<file path="src/rtl/jtframe_prog_pkg.sv">
// Shared types and constants for the ioctl-to-SDRAM programming router.
package jtframe_prog_pkg;

   // Widest word address an entry can carry: a 25-bit byte offset halves to 24 bits.
   localparam int ENTRY_AW = 24;

   // Active-low byte-lane write masks.
   localparam logic [1:0] LANE0_MASK = 2'b10;
   localparam logic [1:0] LANE1_MASK = 2'b01;
   localparam logic [1:0] IDLE_MASK  = 2'b11;

   typedef struct packed {
      logic [1:0]          ba;
      logic [ENTRY_AW-1:0] addr;
      logic [7:0]          data;
      logic                lane;
   } prog_entry_t;

   typedef enum logic {
      IDLE  = 1'b0,
      WRITE = 1'b1
   } prog_state_t;

   // Mask that enables only the selected byte lane.
   function automatic logic [1:0] lane_mask(input logic lane);
      if (lane) begin
         lane_mask = LANE1_MASK;
      end else begin
         lane_mask = LANE0_MASK;
      end
   endfunction

endpackage

</file>
<file path="src/rtl/jtframe_prog_fifo.sv">
// Synchronous FIFO with occupancy counter; a push into a full FIFO is
// accepted only when a pop happens in the same cycle.
module jtframe_prog_fifo #(
   parameter int W  = 35,
   parameter int AW = 3
) (
   input  logic         clk,
   input  logic         rst,
   input  logic         push,
   input  logic [W-1:0] din,
   input  logic         pop,
   output logic [W-1:0] dout,
   output logic         full,
   output logic         empty
);

   localparam int DEPTH = 1 << AW;

   logic [W-1:0]  mem_q [DEPTH];
   logic [AW-1:0] wr_ptr_q, wr_ptr_d;
   logic [AW-1:0] rd_ptr_q, rd_ptr_d;
   logic [AW:0]   cnt_q, cnt_d;
   logic          push_ok_s, pop_ok_s;

   // Status flags, accepted operations and next pointer/count values.
   always_comb begin
      full      = (cnt_q == (AW+1)'(DEPTH));
      empty     = (cnt_q == '0);
      pop_ok_s  = pop & ~empty;
      push_ok_s = push & (~full | pop_ok_s);
      dout      = mem_q[rd_ptr_q];
      if (push_ok_s) begin
         wr_ptr_d = wr_ptr_q + AW'(1);
      end else begin
         wr_ptr_d = wr_ptr_q;
      end
      if (pop_ok_s) begin
         rd_ptr_d = rd_ptr_q + AW'(1);
      end else begin
         rd_ptr_d = rd_ptr_q;
      end
      case ({push_ok_s, pop_ok_s})
         2'b10:   cnt_d = cnt_q + (AW+1)'(1);
         2'b01:   cnt_d = cnt_q - (AW+1)'(1);
         default: cnt_d = cnt_q;
      endcase
   end

   // Pointer and occupancy registers; reset discards all contents.
   always_ff @(posedge clk) begin
      if (rst) begin
         wr_ptr_q <= '0;
         rd_ptr_q <= '0;
         cnt_q    <= '0;
      end else begin
         wr_ptr_q <= wr_ptr_d;
         rd_ptr_q <= rd_ptr_d;
         cnt_q    <= cnt_d;
      end
   end

   // Storage array; contents are meaningless until written, so no reset.
   always_ff @(posedge clk) begin
      if (push_ok_s) begin
         mem_q[wr_ptr_q] <= din;
      end
   end

endmodule

</file>
<file path="src/rtl/jtframe_prog_router.sv">
// Turns the byte-wide ioctl download stream into masked 16-bit SDRAM
// programming writes, bank-routed by region boundaries and buffered by a FIFO.
module jtframe_prog_router #(
   parameter int          SDRAMW    = 23,
   parameter int          HEADER    = 0,
   parameter logic [24:0] BA1_START = 25'h40_0000,
   parameter logic [24:0] BA2_START = 25'h80_0000,
   parameter logic [24:0] BA3_START = 25'hC0_0000,
   parameter int          SWAB      = 0,
   parameter int          FIFO_AW   = 3
) (
   input  logic              clk,
   input  logic              rst,
   input  logic              downloading,
   input  logic [24:0]       ioctl_addr,
   input  logic [7:0]        ioctl_dout,
   input  logic              ioctl_wr,
   output logic [SDRAMW-1:0] prog_addr,
   output logic [15:0]       prog_data,
   output logic [1:0]        prog_mask,
   output logic [1:0]        prog_ba,
   output logic              prog_we,
   input  logic              prog_rdy,
   output logic              dwnld_busy,
   output logic              overflow
);
   import jtframe_prog_pkg::*;

   localparam logic [24:0] HDR      = 25'(HEADER);
   localparam logic        SWAB_BIT = (SWAB != 0);

   logic [25:0]       hdr_sub_s;
   logic [24:0]       eff_s, off_s;
   logic [1:0]        ba_s;
   prog_entry_t       acc_d, acc_q, head_s;
   logic              acc_vld_d, acc_vld_q;
   logic              fifo_full_s, fifo_empty_s, pop_s;
   prog_state_t       state_d, state_q;
   logic [SDRAMW-1:0] prog_addr_d, prog_addr_q;
   logic [15:0]       prog_data_d, prog_data_q;
   logic [1:0]        prog_mask_d, prog_mask_q;
   logic [1:0]        prog_ba_d, prog_ba_q;
   logic              prog_we_d, prog_we_q;
   logic              overflow_d, overflow_q;
   logic              dwnld_busy_d, dwnld_busy_q;
   logic              dl_q;

   // Header strip and bank decode; a borrow out of the subtraction marks a header byte.
   always_comb begin
      hdr_sub_s = {1'b0, ioctl_addr} - {1'b0, HDR};
      eff_s     = hdr_sub_s[24:0];
      if (eff_s >= BA3_START) begin
         ba_s  = 2'd3;
         off_s = eff_s - BA3_START;
      end else if (eff_s >= BA2_START) begin
         ba_s  = 2'd2;
         off_s = eff_s - BA2_START;
      end else if (eff_s >= BA1_START) begin
         ba_s  = 2'd1;
         off_s = eff_s - BA1_START;
      end else begin
         ba_s  = 2'd0;
         off_s = eff_s;
      end
      acc_vld_d  = ioctl_wr & downloading & ~hdr_sub_s[25];
      acc_d.ba   = ba_s;
      acc_d.addr = off_s[24:1];
      acc_d.data = ioctl_dout;
      acc_d.lane = off_s[0] ^ SWAB_BIT;
   end

   // Accept stage register in front of the FIFO.
   always_ff @(posedge clk) begin
      if (rst) begin
         acc_vld_q <= 1'b0;
         acc_q     <= '0;
      end else begin
         acc_vld_q <= acc_vld_d;
         acc_q     <= acc_d;
      end
   end

   jtframe_prog_fifo #(
      .W  ($bits(prog_entry_t)),
      .AW (FIFO_AW)
   ) u_fifo (
      .clk   (clk),
      .rst   (rst),
      .push  (acc_vld_q),
      .din   (acc_q),
      .pop   (pop_s),
      .dout  (head_s),
      .full  (fifo_full_s),
      .empty (fifo_empty_s)
   );

   // Write FSM next state, prog_* loads, sticky overflow and busy tracking.
   always_comb begin
      state_d     = state_q;
      prog_addr_d = prog_addr_q;
      prog_data_d = prog_data_q;
      prog_mask_d = prog_mask_q;
      prog_ba_d   = prog_ba_q;
      prog_we_d   = prog_we_q;
      pop_s       = 1'b0;
      case (state_q)
         IDLE: begin
            if (!fifo_empty_s) begin
               pop_s       = 1'b1;
               prog_addr_d = SDRAMW'(head_s.addr);
               prog_data_d = {head_s.data, head_s.data};
               prog_mask_d = lane_mask(head_s.lane);
               prog_ba_d   = head_s.ba;
               prog_we_d   = 1'b1;
               state_d     = WRITE;
            end else begin
               state_d = IDLE;
            end
         end
         WRITE: begin
            if (prog_rdy) begin
               prog_we_d = 1'b0;
               state_d   = IDLE;
            end else begin
               state_d = WRITE;
            end
         end
         default: begin
            prog_we_d = 1'b0;
            state_d   = IDLE;
         end
      endcase

      // A new download window clears the loss flag; otherwise it only sets.
      if (downloading && !dl_q) begin
         overflow_d = 1'b0;
      end else if (acc_vld_q && fifo_full_s && !pop_s) begin
         overflow_d = 1'b1;
      end else begin
         overflow_d = overflow_q;
      end

      dwnld_busy_d = downloading | ~fifo_empty_s | (state_q == WRITE) | acc_vld_q;
   end

   // All FSM and output state registers.
   always_ff @(posedge clk) begin
      if (rst) begin
         state_q      <= IDLE;
         prog_addr_q  <= '0;
         prog_data_q  <= 16'h0000;
         prog_mask_q  <= IDLE_MASK;
         prog_ba_q    <= 2'd0;
         prog_we_q    <= 1'b0;
         overflow_q   <= 1'b0;
         dwnld_busy_q <= 1'b0;
         dl_q         <= 1'b0;
      end else begin
         state_q      <= state_d;
         prog_addr_q  <= prog_addr_d;
         prog_data_q  <= prog_data_d;
         prog_mask_q  <= prog_mask_d;
         prog_ba_q    <= prog_ba_d;
         prog_we_q    <= prog_we_d;
         overflow_q   <= overflow_d;
         dwnld_busy_q <= dwnld_busy_d;
         dl_q         <= downloading;
      end
   end

   assign prog_addr  = prog_addr_q;
   assign prog_data  = prog_data_q;
   assign prog_mask  = prog_mask_q;
   assign prog_ba    = prog_ba_q;
   assign prog_we    = prog_we_q;
   assign overflow   = overflow_q;
   assign dwnld_busy = dwnld_busy_q;

endmodule

</file>
<file path="config.mk">
export PLATFORM = sky130hd
export DESIGN_NAME = jtframe_prog_router
export DESIGN_NICKNAME = d
export VERILOG_FILES = /design/src/rtl/jtframe_prog_pkg.sv /design/src/rtl/jtframe_prog_fifo.sv /design/src/rtl/jtframe_prog_router.sv
export SDC_FILE = /design/constraint.sdc
export NUM_CORES = 1
export LEC_CHECK = 0
export ABC_AREA = 1
export CORE_MARGIN = 2
export CORE_UTILIZATION = 25
export DETAILED_ROUTE_END_ITERATION = 10
export PLACE_DENSITY = 0.43
export SYNTH_ARGS = -nofsm -noshare
export SYNTH_HDL_FRONTEND = slang
export SYNTH_SLANG_ARGS = --single-unit
</file>
<file path="constraint.sdc">
create_clock -name clk -period 2.6 [get_ports clk]
set_clock_uncertainty 0.1 [all_clocks]
set_input_delay 0.52 -clock clk [delete_from_list [all_inputs] [get_ports clk]]
set_output_delay 0.52 -clock clk [all_outputs]
set_load 0.01 [all_outputs]
</file>
# After elaboration in Yosys (flattened, before gate mapping)
# Memory sizes are Yosys's and may differ from the RTL's. A register that Yosys moved wholly into a read port is not among the register bits.
# Cells that the tools add are included.
# totals
mem_count,1
ramBits,280
input_bits,38
out_inout_bits,46
register_bits,94
wordCells,72
# op_classes
eq_ne,5
n_mux,19
order_cmp,3
n_bitwise,10
n_reduce_logical,10
addsub,7
# memory_table
memory,depth,width,rd,rd_ports_with_merged_regs,write_ports,line_no,source
u_fifo.mem_q,8,35,1,1,1,jtframe_prog_fifo.sv:19,logic [W-1:0] mem_q [DEPTH];
# op_table
cell,n
$mux 25,3
$ge 25x24->1 const B,2
$sub 25x24->25 const B,2
$ge 25x23->1 const B,1
$sub 25x23->25 const B,1
$mux 1,8
$pmux 4 s2,1
$add 3x1->3 const B,2
$mux 2,3
$mux 3,2
$add 4x1->4 const B,1
$eq 4x4->1 const B,1
$logic_not 4->1,1
$ne 2x2->1 const B,2
$or 1x1->1,4
$pmux 1 s2,2
$reduce_and 2->1,2
$sub 4x1->4 const B,1
$and 1x1->1,3
$logic_and 1x1->1,3
$not 1->1,3
$eq 2x1->1 const B,1
$eq 2x2->1 const B,1
$logic_not 1->1,2
2 further kinds,2

# Depth between registers and ports, before layout
# depth
word_depth,8
depth_mapped,13
mapped_depth_nobuf,13

# Hierarchy
# Synthesis repeated with hierarchy kept, for this count alone.
# hier_totals
cells_unflattened,1172
hier_area_um2,14420.1
# modules_own_cells
mod,seq_area_each_um2,n_inst,area_each_um2,cells_per_inst
jtframe_prog_fifo,8668.3,1,11622.4,808
jtframe_prog_router,1521.5,1,2797.7,364

# Worst setup path before layout
# OpenSTA, ideal clock, no wires.
# synth_path
path_type,reg2reg
start,register u_fifo.cnt_q[1]
end,memory u_fifo.mem_q[0][0] (enable)
arrival_ns,2.308
path_buffers,0
path_stages_with_launch,7
slack_ns,-0.234
setup_ns,0.425
required_time_ns,2.075
period_less_slack_ns,2.834
path_cell_list,dfxtp_1 nor2_1 nand4_1 nand2_1 inv_1 nand2_1 nor2_1
# synth_between
elab_chain_len,8
elab_cells_between_ends,11
cone_classes,eq/ne (1); mux (4); bitwise (5); reduce/logical (1)
# synth_lines
item,line_no,source
from (decl),jtframe_prog_fifo.sv:22,"logic [AW:0] cnt_q, cnt_d;"
from (signal assigned),jtframe_prog_fifo.sv:58,cnt_q <= cnt_d;
$logic_not 4->1,jtframe_prog_fifo.sv:28,empty = (cnt_q == '0);
$mux 1,jtframe_prog_router.sv:108,if (!fifo_empty_s) begin
$mux 1,jtframe_prog_router.sv:106,case (state_q)
$and 1x1->1,jtframe_prog_fifo.sv:29,pop_ok_s = pop & ~empty;
$or 1x1->1 (*),jtframe_prog_fifo.sv:30,push_ok_s = push & (~full | pop_ok_s);
$and 1x1->1 (*),jtframe_prog_fifo.sv:30,
$mux 1 (*),jtframe_prog_fifo.sv:64,if (push_ok_s) begin
$mux 1 (implied by the code) (*),jtframe_prog_fifo.sv:65,mem_q[wr_ptr_q] <= din;
to (decl),jtframe_prog_fifo.sv:19,
# Every way passes the cells marked *; elsewhere a longest branch is shown, timed or not.

# Worst setup path after layout
# layout_path
start,register u_fifo.cnt_q[0]
end,register u_fifo.cnt_q[2]
# layout_between
elab_chain_len,8
elab_cells_between_ends,15
cone_classes,add/sub (2); eq/ne (3); mux (3); bitwise (5); reduce/logical (2)
# layout_lines
item,line_no,source
$logic_not 4->1,jtframe_prog_fifo.sv:28,
$mux 1,jtframe_prog_router.sv:108,
$mux 1,jtframe_prog_router.sv:106,
$and 1x1->1,jtframe_prog_fifo.sv:29,
$or 1x1->1,jtframe_prog_fifo.sv:30,
$and 1x1->1,jtframe_prog_fifo.sv:30,
$eq 2x1->1 / $eq 2x2->1 (equally long branches),jtframe_prog_fifo.sv:42,"case ({push_ok_s, pop_ok_s})"
$pmux 4 s2 / $reduce_bool 2->1 (equally long branches),--,
# Several ways; a longest one is shown, not always the timed one.
# A chain may end at the register's enable or synchronous reset.

==> summary.md <==
| Metric | Value |
|---|---|
| PD cells | a little over 1000 nW/um^2 |
| Asr flop ratio synth | 0 |
| Max-slew violation count | 0 |
| N_diodes | 0 |
| Most area-consuming cells after synthesis | edfxtp_1 (60%), dfxtp_1 (13%), o21ai_0 (6.2%), nor2_1 (5.5%), o221ai_1 (2.1%) |
| Slew headroom | 0.510 |
| Synthesized net count | roughly 1100 |
| Synth cell count leaders | edfxtp_1 (272), nor2_1 (198), o21ai_0 (168) |
| Count leader, synth | edfxtp_1 |
| Prevailing post-synth register cell | edfxtp_1 |
| Post-synth EDFFs | ~270 |
| Clock sinks | between 300 and 400 |
| Slew @ Worst Pin | around 0.73 ns |
| RSZ-0062 raised after global routing | no |
| WHS | approximately 0.35 ns |
| Setup WS pre-CTS | roughly 0.13 ns |
| DPL Wire Length | between 15 and 20 mm |
| Initial antenna violation count | 1 |
| Die Ht | 237 um |
| CP startpoint kind | flip-flop |
| Post CTS Setup Buffer Count | 0 |
| # rows | 85 |
| Detail Route Antenna Nets | 0 |
| Clock Pin Slew Worst Setup and Hold Paths | around 0.060 ns |
| Final core utilization | 0.308 |
| Hold-fix buffers, CTS | 0 |
| Clk_lat worst skew | approximately 0.54 ns |
| WS Path Type | flip-flop to flip-flop |
| Post-synthesis sequential area ratio | 0.734 |
| Area share of the largest cell type after synthesis | 0.604 |
| Final wirelength | 34.0 mm |
| GR Overflow Total | 0 |
| Cells after Synth | ~1100 |
| YS warnings | 0 |
| Tcrit/Tclk final | 0.839 |
| Number of top-level pins | 84 |
| Min Clock Period, post-route | between 2 and 2.5 ns |
| CP arrival | about 2.5 ns |
| Placed Area | 15300 um^2 |
| Drt first-iter violations | around 500 |
| Gates resized, CTS repair | 0 |
| H-tree depth | 2 |
| Placed cell count | between 1500 and 2000 |
| Synth cell types | 29 |
| Final RePlAce weighted congestion | around 0.75 |
| Critical Path Sink Type | flip-flop |
| Root buffer cell | clkbuf_16 |
| Pre-Repair DR Iteration Count | 5 |
| Routed vias/inst | 4.38 |
| Final-layout fill cell count | 5453 |
| Layout Nets | 1218 |
| Share of cells above drive strength 1 | 0.0874 |
| Syn_area_per_cell | about 12 um^2 |
| Core area | between 50000 and 60000 um^2 |
| Reg2Reg Setup Slack | 0.42 ns |
| CTS Buf Count | 38 |
| CP required | 2.92 ns |
| Vias in the first global route | approximately 8300 |
| Area Overhead vs Synth | 22.0% |
| Largest net degree at the start of global routing | 139 |
| Overall Global Routing Usage | 0.121 |
| F_max | ~460 MHz |
| CTS max path bufs | 3 |
| Synth Cell Area | between 10000 and 15000 um^2 |
| LEAKAGE | 5.59 nW |
| Final WS setup | between 0.4 and 0.5 ns |
| Status | finished clean |
| Residual DRC count | 0 |
| Setup Viol. Count Final | 0 |
| Peak supply drop | approximately 0.0004 V |
| I/O Buffers | 83 |
| Total number of vias | 8313 |
| Critical Path Fanout Max | 7 |
| CTS tree | built |
| Synthesis-stage register bit count | 360 |
| Area leader, netlist | edfxtp_1 |
| Max-Cap Viols | 0 |
| Final hold vios | 0 |
| Die ar. | 56000 um^2 |
| First-pass GRT wire length | 51.7 mm |
| WL/cell | 17.9 um |
| Hold Crit Class | flip-flop to flip-flop |
| Die Wd | roughly 240 um |
| Initial core utilization | 0.252 |
| Non-Filler Instances | 1898 |
| Design area | 16500 um^2 |
==> routing by layer <==
metal	wire length, um	share of wire	global-route usage
met1	15600	0.46	0.160
met2	16100	0.47	0.205
met3	1560	0.046	0.0198
met4	690	0.020	0.0349
met5	0	0	0
==> where the power goes <==
group          internal (W)  leakage [nW]  switching (W)
clock network       0.00306         0.596        0.00220
logic               0.00171          1.77        0.00288
registers           0.00661          3.22       0.000299
==> cell families after synthesis <==
group	Yosys count	synth area share
AO/OA/AOI/OAI	332	0.136
XOR/XNOR	3	0.00194
adder cells (fa/ha/maj)	8	0.00740
buffers and inverters	131	0.0475
flip-flops	360	0.734
AND/OR/NAND/NOR	255	0.0729
==> critical path, cell delays in order, from the launching register on <==
cell and delay, ns:
dfxtp_1 0.35, nor2_1 0.16, nand4_1 0.13, nand2_1 0.23, ha_1 0.27, xor2_1 0.25
ha_1 0.20, a21oi_1 0.05, xnor2_1 0.14, o21ai_0 0.14, inv_1 0.05
==> sequential cells by signal (all words and copies together), names as in the netlist, 2 cells and up, named ones only <==
signal	cells
prog_data	8
u_fifo.cnt_q	4
prog_mask	2
u_fifo.wr_ptr_q	3
acc_q	34
prog_addr	23
u_fifo.mem_q	272
u_fifo.rd_ptr_q	3
prog_ba	2
==> cell usage in the layout (no fill, tap or decap), types with 37 or more instances in the layout <==
cell	n
inv_1	54
dfxtp_1	85
o21ai_1	41
a21oi_1	54
clkbuf_16	39
clkdlybuf4s50_1	82
edfxtp_1	272
nor2_1	190
nand2_1	37
o21ai_0	168
==> final cells by class <==
cell class	count	area (um^2)	area share
clock inverters	16	151	0.00918
repair buffers	117	1240	0.0754
clock buffers	54	1060	0.0644
well taps	696	871	0.0528
inverters	57	219	0.0133
multi-input cells	598	3020	0.183
flip-flops and latches	360	9940	0.602
==> worst paths after layout <==
kind	start	cells past startpoint	end
worst max-delay path	u_fifo.cnt_q[0]	10	u_fifo.cnt_q[2]
worst min-delay path	u_fifo.rd_ptr_q[2]	2	flip-flop
worst max register to register	u_fifo.cnt_q[0]	10	u_fifo.cnt_q[2]
worst min register to register	u_fifo.rd_ptr_q[2]	2	flip-flop
==> through the flow <==
step,TNS (ns),total power [W]
5_1_grt,0,0.0178
4_1_cts,0,0.0171
2_1_floorplan,-31.76,0.00995
3_5_place_dp,0,0.0117
6_report,0,0.0168
3_3_place_gp,0,0.0117
No activity file was read; power rests on OpenSTA's default activity.
